[src/rtl/tm_entry_ctl.sv]
// Test-mode entry controller: a TST rise opens a serial key + mode window on SCL/SDA, and the test modes assert only when it completes.
// Latency: pad edges take effect SYNC_STG+1 clocks after they reach the pins; all outputs are registered.
// Backpressure: none; SCL strobes outside KEY/MODE are ignored, and a stalled SCL times out into LOCK.
module tm_entry_ctl #(
    parameter int unsigned       KEY_W    = 16,
    parameter logic [KEY_W-1:0]  KEY      = 16'hA55A,
    parameter int unsigned       MODE_W   = 3,
    parameter int unsigned       TO_W     = 12,
    parameter int unsigned       SYNC_STG = 2      // must be at least 2
) (
    input  logic              clk,
    input  logic              rstz,
    input  logic              i_tst,
    input  logic              i_scl,
    input  logic              i_sda,
    output logic [MODE_W-1:0] o_test_mode,
    output logic              o_atpg_mode,
    output logic              o_busy,
    output logic              o_key_err
);

    // The shifter keeps only the bits before the current one; the newest bit is
    // always sda_s itself, so the oldest stored bit would never be read.
    localparam int unsigned      SH_W      = (KEY_W > MODE_W) ? KEY_W : MODE_W;
    localparam int unsigned      CNT_W     = $clog2(SH_W + 1);
    localparam logic [CNT_W-1:0] KEY_LAST  = CNT_W'(KEY_W - 1);
    localparam logic [CNT_W-1:0] MODE_LAST = CNT_W'(MODE_W - 1);
    localparam logic [MODE_W-1:0] MODE_ATPG = MODE_W'(1);

    typedef enum logic [2:0] {
        ST_IDLE,
        ST_KEY,
        ST_MODE,
        ST_ARMED,
        ST_LOCK
    } state_t;

    logic [SYNC_STG-1:0] tst_sync_q, tst_sync_d;
    logic [SYNC_STG-1:0] scl_sync_q, scl_sync_d;
    logic [SYNC_STG-1:0] sda_sync_q, sda_sync_d;
    logic                tst_dly_q, tst_dly_d;
    logic                scl_dly_q, scl_dly_d;

    state_t              state_q, state_d;
    logic [SH_W-2:0]     shift_q, shift_d;
    logic [CNT_W-1:0]    bit_cnt_q, bit_cnt_d;
    logic [TO_W-1:0]     to_cnt_q, to_cnt_d;
    logic [MODE_W-1:0]   mode_q, mode_d;
    logic                atpg_q, atpg_d;
    logic                busy_q, busy_d;
    logic                key_err_q, key_err_d;

    logic                tst_s, scl_s, sda_s;
    logic                tst_rise, tst_fall, scl_rise;
    logic [KEY_W-1:0]    key_word;
    logic [MODE_W-1:0]   mode_word;

    assign tst_s    = tst_sync_q[SYNC_STG-1];
    assign scl_s    = scl_sync_q[SYNC_STG-1];
    assign sda_s    = sda_sync_q[SYNC_STG-1];
    assign tst_rise = tst_s & ~tst_dly_q;
    assign tst_fall = ~tst_s & tst_dly_q;
    assign scl_rise = scl_s & ~scl_dly_q;

    // Candidate words as they stand once the bit arriving this cycle is appended.
    assign key_word  = {shift_q[KEY_W-2:0], sda_s};
    assign mode_word = {shift_q[MODE_W-2:0], sda_s};

    // Pad synchronizer chains plus one extra stage for edge detection.
    always_comb begin
        tst_sync_d = {tst_sync_q[SYNC_STG-2:0], i_tst};
        scl_sync_d = {scl_sync_q[SYNC_STG-2:0], i_scl};
        sda_sync_d = {sda_sync_q[SYNC_STG-2:0], i_sda};
        tst_dly_d  = tst_s;
        scl_dly_d  = scl_s;
    end

    // Entry sequence: next state, key/mode shifting, timeout and output values.
    always_comb begin
        state_d   = state_q;
        shift_d   = shift_q;
        bit_cnt_d = bit_cnt_q;
        to_cnt_d  = '0;
        mode_d    = mode_q;
        key_err_d = key_err_q;

        case (state_q)
            ST_IDLE: begin
                if (tst_rise) begin
                    state_d   = ST_KEY;
                    shift_d   = '0;
                    bit_cnt_d = '0;
                    key_err_d = 1'b0;
                end
            end
            ST_KEY, ST_MODE: begin
                to_cnt_d = to_cnt_q + TO_W'(1);
                if (tst_fall) begin
                    // Tester abort: a bit strobed in the same cycle is dropped.
                    state_d = ST_IDLE;
                end else if (scl_rise) begin
                    to_cnt_d  = '0;
                    shift_d   = {shift_q[SH_W-3:0], sda_s};
                    bit_cnt_d = bit_cnt_q + CNT_W'(1);
                    if (state_q == ST_KEY && bit_cnt_q == KEY_LAST) begin
                        if (key_word == KEY) begin
                            state_d   = ST_MODE;
                            shift_d   = '0;
                            bit_cnt_d = '0;
                        end else begin
                            state_d   = ST_LOCK;
                            key_err_d = 1'b1;
                        end
                    end else if (state_q == ST_MODE && bit_cnt_q == MODE_LAST) begin
                        state_d = ST_ARMED;
                        mode_d  = mode_word;
                    end
                end else if (to_cnt_q == {TO_W{1'b1}}) begin
                    state_d   = ST_LOCK;
                    key_err_d = 1'b1;
                end
            end
            ST_ARMED: begin
                if (tst_fall) begin
                    state_d = ST_IDLE;
                    mode_d  = '0;
                end
            end
            ST_LOCK: begin
                if (tst_fall) begin
                    state_d = ST_IDLE;
                end
            end
            default: begin
                state_d = ST_IDLE;
                mode_d  = '0;
            end
        endcase

        // The timeout only runs while a sequence is in progress.
        if (state_d != ST_KEY && state_d != ST_MODE) begin
            to_cnt_d = '0;
        end

        busy_d = (state_d == ST_KEY) || (state_d == ST_MODE);
        atpg_d = (state_d == ST_ARMED) && (mode_d == MODE_ATPG);
    end

    // State and output registers; reset drops test mode immediately.
    always_ff @(posedge clk or negedge rstz) begin
        if (!rstz) begin
            tst_sync_q <= '0;
            scl_sync_q <= '0;
            sda_sync_q <= '0;
            tst_dly_q  <= 1'b0;
            scl_dly_q  <= 1'b0;
            state_q    <= ST_IDLE;
            shift_q    <= '0;
            bit_cnt_q  <= '0;
            to_cnt_q   <= '0;
            mode_q     <= '0;
            atpg_q     <= 1'b0;
            busy_q     <= 1'b0;
            key_err_q  <= 1'b0;
        end else begin
            tst_sync_q <= tst_sync_d;
            scl_sync_q <= scl_sync_d;
            sda_sync_q <= sda_sync_d;
            tst_dly_q  <= tst_dly_d;
            scl_dly_q  <= scl_dly_d;
            state_q    <= state_d;
            shift_q    <= shift_d;
            bit_cnt_q  <= bit_cnt_d;
            to_cnt_q   <= to_cnt_d;
            mode_q     <= mode_d;
            atpg_q     <= atpg_d;
            busy_q     <= busy_d;
            key_err_q  <= key_err_d;
        end
    end

    assign o_test_mode = mode_q;
    assign o_atpg_mode = atpg_q;
    assign o_busy      = busy_q;
    assign o_key_err   = key_err_q;

endmodule
[config.mk]
export PLATFORM = sky130hd
export DESIGN_NAME = tm_entry_ctl
export DESIGN_NICKNAME = d
export VERILOG_FILES = /design/src/rtl/tm_entry_ctl.sv
export SDC_FILE = /design/constraint.sdc
export NUM_CORES = 1
export LEC_CHECK = 0
export BUFFER_PORTS_ARGS = -buffer_cell sky130_fd_sc_hd__buf_2
export CAP_MARGIN = 5
export CORE_ASPECT_RATIO = 1.1
export CORE_MARGIN = 2
export CORE_UTILIZATION = 65
export CTS_CLUSTER_DIAMETER = 150
export DETAILED_ROUTE_END_ITERATION = 10
export PLACE_DENSITY_LB_ADDON = 0.1
export SLEW_MARGIN = 10
export SYNTH_ARGS = -nofsm -noshare
export SYNTH_HDL_FRONTEND = slang
export SYNTH_SLANG_ARGS = --single-unit
[constraint.sdc]
create_clock -name clk -period 6 [get_ports clk]
set_input_delay 1.2 -clock clk [delete_from_list [all_inputs] [get_ports clk]]
set_output_delay 1.2 -clock clk [all_outputs]
set_load 0.02 [all_outputs]
=== Word level (Yosys, flattened, before mapping) ===
Index checks and enable logic that the tools add are counted.

* Flip-flop bits (word level): 49
* Word-level logic and storage cells: 91

* Add/subtract/negate cells: 2
* Eq/ne operators: 20
* Mux-type cells: 38
* Bitwise gates (word level): 6
* Reductions and logical operators: 12

{| class="wikitable"
|+ Operators by type and width
! operator !! number
|-
| $mux 15 || 5
|-
| $mux 12 || 4
|-
| $mux 3 || 13
|-
| $pmux 15 s2 || 1
|-
| $mux 5 || 5
|-
| $pmux 3 s3 || 2
|-
| $eq 16x16->1 const B || 1
|-
| $add 12x1->12 const B || 1
|-
| $eq 12x12->1 const B || 1
|-
| $eq 3x2->1 const B || 4
|-
| $pmux 5 s2 || 1
|-
| $eq 3x1->1 const B || 3
|-
| $ne 3x3->1 const B || 3
|-
| $mux 1 || 6
|-
| $ne 2x2->1 const B || 3
|-
| $reduce_and 6->1 || 1
|-
| $reduce_or 2->1 || 3
|-
| $add 5x1->5 const B || 1
|-
| $eq 5x2->1 const B || 1
|-
| $eq 5x4->1 const B || 1
|-
| $logic_and 1x1->1 || 4
|-
| $reduce_and 4->1 || 1
|-
| $and 1x1->1 || 3
|-
| $eq 3x3->1 const B || 1
|-
| other kinds (7) || 9
|}

=== Longest topological paths before layout ===
* Depth after elaboration: 10
* Mapped depth: 10
* Depth with buffers taken out: 9

=== Worst setup path before layout ===
No wires, ideal clock.

* Kind: reg2reg
* From: register bit_cnt_q[1]
* To: register to_cnt_q[10]
* Setup time: 0.077 ns
* Arrival: 1.876 ns
* Path slack: 4.046 ns
* Cell stages (with the launch flop): 10
* Period minus slack after synthesis: 1.954 ns
* Cells stage by stage: dfrtp_1 -> ha_1 -> and3_2 -> ha_1 -> nor2b_1 -> nand3_1 -> o21ai_2 -> o22a_2 -> buf_2 -> a21oi_1

* Longest elaborated chain between the ends: 10

{| class="wikitable"
|+ RTL lines
! what !! line !! RTL
|-
| start, declared || 46 || <nowiki>logic [CNT_W-1:0] bit_cnt_q, bit_cnt_d;</nowiki>
|-
| start signal, assigned || 173 || <nowiki>bit_cnt_q <= bit_cnt_d;</nowiki>
|-
| $eq 5x2->1 || 114 || <nowiki>end else if (state_q == ST_MODE && bit_cnt_q == MODE_LAST) begin</nowiki>
|-
| $logic_and 1x1->1 || 114 ||
|-
| $mux 3 || 114 ||
|-
| $mux 3 (*) || 105 || <nowiki>if (state_q == ST_KEY && bit_cnt_q == KEY_LAST) begin</nowiki>
|-
| $mux 3 (*) || 101 || <nowiki>end else if (scl_rise) begin</nowiki>
|-
| $mux 3 (*) || 98 || <nowiki>if (tst_fall) begin</nowiki>
|-
| $pmux 3 s3 (*) || 87 || <nowiki>case (state_q)</nowiki>
|-
| $ne 3x1->1 / $ne 3x2->1 (equally long branches) || 141 || <nowiki>if (state_d != ST_KEY && state_d != ST_MODE) begin</nowiki>
|-
| $logic_and 1x1->1 (*) || 141 ||
|-
| $mux 12 (*) || 141 ||
|-
| via to_cnt_d[10] || 47 || <nowiki>logic [TO_W-1:0] to_cnt_q, to_cnt_d;</nowiki>
|-
| end signal, assigned || 174 || <nowiki>to_cnt_q <= to_cnt_d;</nowiki>
|-
| end, declared || 47 ||
|}

Mark *: on every way through the listed nets, which the timed path passes. The rest lies on a longest branch.
A chain may end at the register's enable or synchronous reset.

=== Worst setup path in the final report ===
* From: register bit_cnt_q[1]
* To: register to_cnt_q[3]

Same word-level chain as after synthesis.

==> results <==
- Clock skew on the completed layout was measured at 14.6 ps.
- The static power due to leakage is 1.15 nW.
- The library cells used most frequently in the layout, excluding fill and tap cells, are sky130_fd_sc_hd__dfrtp_1, sky130_fd_sc_hd__nand2_1, sky130_fd_sc_hd__nand3_1.
- For this design, the CTS-stage hold fixing added 0 buffers.
- The critical path capture point type is a flop.
- The maximum number of pins on one net before global-route repair is 50.
- STA puts the critical path data required time at ~6200 ps.
- In the synthesized netlist the dominant register cell turns out to be sky130_fd_sc_hd__dfrtp_1.
- The number of vias in the routed layout is 1653.
- The horizontal die dimension is 61.4 µm.
- The worst-case IR drop observed on VDD is 0.167 mV.
- The final-report hold violation count is 0.
- The die covers 4120 µm².
- The footprint of the multi-input gates is 1040 µm².
- The slew of the pin with the lowest slew margin is 1040 ps.
- During synthesis, Yosys emitted a total of 0 warnings.
- In the synthesized netlist, the number of instances is 233.
- Setup repair after global routing left no endpoint under its margin.
- The synthesized design contains 49 register bits.
- Along the worst path, the maximum fanout reaches 15.
- The number of clock sinks seen by CTS is 49.
- The critical path is of the flop to flop type.
- The global placement routability congestion is between 0.7 and 0.8.
- Based on the critical path, the design can be clocked at up to 441 MHz.
- The cell at the slowest stage of the critical path is sky130_fd_sc_hd__dfrtp_1.
- The number of rows created at floorplan is 22.
- The post-route setup TNS is 0 ps.
- The combined flip-flop and latch cell area is 1230 µm².
- The number of CTS-inserted buffers is 5.
- After synthesis the cells add up to ~2400 µm².
- Across all hold checks on the routed design, the worst slack comes to 368 ps.
- The netlist uses 49 different library cells.
- The cell type with the highest occurrence count on the critical path is sky130_fd_sc_hd__ha_1.
- For this block, the initial DRC count from the detailed router was 83.
- The reg-to-reg setup timing slack is 3730 ps.
- The post-CTS setup-driven buffer insertion count is 0.
- The arrival time at the worst endpoint is 2500 ps.
- The later pin in the worst-skew pair is clocked with a latency of 360 ps.
- On the worst path, the slowest cell contributes a delay of 420 ps.
- The run finished with clean final reports.
- The final wirelength is 4040 µm.
- 11 I/O pins were placed.
- The mean number of vias per cell is 5.76.
- Once detail routing completed, the nets flagged for antenna violations numbered 0.
- The count of pins over their slew limit is 0.
- The synthesized netlist net count is between 200 and 250.
- 0 antenna diodes ended up in the layout.
- The worst max-slew margin expressed relative to the limit is 30.9%.
- After clock tree synthesis, the clock-pin slew on the worst setup and hold paths is 150 ps.
- Max-cap violations in this run came to 0.
- The signal on the critical path passes through ha_1 > and3_2 > ha_1 > nor2b_1 > nand3_1 > o21ai_2 > nand2_2 > o211ai_4 > a21oi_1.
- The clock tree from TritonCTS is done.
- After the last flow step, the layout net total stands at 247.
- The fraction of layout cells with a size suffix above 1 is between 10% and 20%.
- The first global-routing pass estimated 7000 µm of wire.
- The part of the cycle the worst path needs is 37.8%.
- The area of the core is 3410 µm².
- A synthesized cell averages 10.1 µm².
- The number of buffers and inverters on the critical path is 0.
- In the global route stage, overall resource usage came out at 22.7%.
- The tightest min-delay check is of the flop to flop type.
- The number of endpoints failing setup at the final stage is 0.
- The maximum level of the CTS H-tree is 2.
- After filler insertion, the fill cell instance count of the layout stands at 267.
- Compared with the post-synthesis result, the final layout area differs by 3.98%.
- The DRC violation count after routing is 0.
- The number of synthesized flops with an enable pin is 0.
- Summed over all nets, the half-perimeter wirelength after detailed placement is 2800 µm.
- For this run the aggregate overflow at the end of global routing stands at 0.
- Summing the sequential cell areas from Yosys gives 52.0% of the chip area.
- The number of antenna violations at the first check in global routing is 0.
- After synthesis, the share of flip-flops with an asynchronous set or reset is 100%.
- Subtracting the final worst setup slack from the clock period gives 2270 ps.
- The overall die height is 67.2 µm.
- The gate family responsible for the most delay along the worst path is compound AO/OA/AOI/OAI gates.
- The library cell used as clock root buffer is sky130_fd_sc_hd__clkbuf_4.
- The quantity of I/O buffers inserted on ports is 10.
- The average wire per standard cell is 14.1 µm.
- The via count of the first global-routing pass is between 1500 and 2000.
- The first TritonRoute pass finished after 4 iterations.
- Power spread over the standard cell area amounts to 250 nW/µm².
- The quantity of gates resized following cts is 0.
- The most common cell after layout, fill and taps aside is sky130_fd_sc_hd__dfrtp_1.
- The startpoint kind of the worst setup timing path is a flop.
- For this configuration, the core starts out at a cell density of 69.1%.
- The clock passes through at most 2 buffers.
## metrics by stage
stage	power [mW]	util (%)	cells	instance area, µm²	setup WS (ps)
floorplan	0.448	-	233	2360	4050
global placement	0.463	70.1	279	2390	3860
detailed placement	0.468	70.1	279	2390	3770
CTS	0.615	71.8	287	2450	3750
global route	0.647	71.8	287	2450	3550
finish	0.612	71.8	287	2450	3730
## sequential cells by signal, summed over array words and instances (netlist names)
register     cells
bit_cnt_q        5
o_atpg_mode      1
o_busy           1
o_key_err        1
o_test_mode      3
scl_dly_q        1
scl_sync_q       2
sda_sync_q       2
shift_q         15
state_q          3
to_cnt_q        12
tst_dly_q        1
tst_sync_q       2
## cell families (layout without fill, tap and decap cells)
| group | count (synthesis) | after routing | share of synthesized area, % |
|---|---|---|---|
| compound gates | 40 | 40 | 12.6 |
| xor+xnor | 12 | 12 | 4.46 |
| fa+ha+maj | 4 | 4 | 2.12 |
| buf+inv | 16 | 22 | 3.87 |
| flops | 49 | 49 | 52.0 |
| simple gates | 112 | 112 | 24.9 |
## per-layer routing
layer  track usage (%)  vias to the layer above  share of wire [%]
met1              29.6                      802                 46
met4              6.91                        0               0.99
met5                 0                        -                  0
li1                  -                      816                  -
met3              4.60                        7                2.9
met2              38.2                       28                 50
## final timing paths
path                                from            end  cells past startpoint
max                         bit_cnt_q[1]    to_cnt_q[3]                      9
min                        sda_sync_q[0]  sda_sync_q[1]                      0
max reg2reg                 bit_cnt_q[1]    to_cnt_q[3]                      9
min reg2reg                sda_sync_q[0]  sda_sync_q[1]                      0
max in group asynchronous           rstz     shift_q[0]                      1
min in group asynchronous           rstz    to_cnt_q[9]                      1
## synthesized netlist by cell type, types with 4 or more instances
cell | number | area, µm²
sky130_fd_sc_hd__a21oi_1 | 14 | 70.1
sky130_fd_sc_hd__buf_2 | 6 | 30.0
sky130_fd_sc_hd__buf_4 | 4 | 30.0
sky130_fd_sc_hd__dfrtp_1 | 49 | 1230
sky130_fd_sc_hd__ha_1 | 4 | 50.1
sky130_fd_sc_hd__inv_1 | 4 | 15.0
sky130_fd_sc_hd__nand2_1 | 47 | 176
sky130_fd_sc_hd__nand2b_1 | 4 | 25.0
sky130_fd_sc_hd__nand3_1 | 25 | 125
sky130_fd_sc_hd__nor2_1 | 7 | 26.3
sky130_fd_sc_hd__nor2b_1 | 5 | 31.3
sky130_fd_sc_hd__nor4bb_1 | 4 | 40.0
sky130_fd_sc_hd__o21ai_0 | 5 | 25.0
sky130_fd_sc_hd__xnor2_1 | 9 | 78.8
## cell type report
| class | count | share of cell area (%) |
|---|---|---|
| Tap cell | 48 | 2.45 |
| Clock buffer | 5 | 1.53 |
| Multi-Input combinational cell | 168 | 42.4 |
| Timing Repair Buffer | 10 | 2.04 |
| Inverter | 4 | 0.613 |
| Clock inverter | 3 | 0.919 |
| Sequential cell | 49 | 50.0 |
## worst register-to-register path, delay by kind of cell (launching register included)
| family | cells | cell delay [ps] |
|---|---|---|
| AO/OA/AOI/OAI | 3 | 690 |
| adder cells (fa/ha/maj) | 2 | 420 |
| flip-flops | 1 | 420 |
| AND/OR/NAND/NOR | 4 | 620 |
## report_power, final
| group | internal (mW) | switching (mW) | total, mW |
|---|---|---|---|
| Sequential | 0.349 | 0.0196 | 0.368 |
| Clock | 0.0466 | 0.103 | 0.150 |
| Combinational | 0.0306 | 0.0627 | 0.0933 |
| Total | 0.426 | 0.186 | 0.612 |
(Power assumes the default switching activity.)
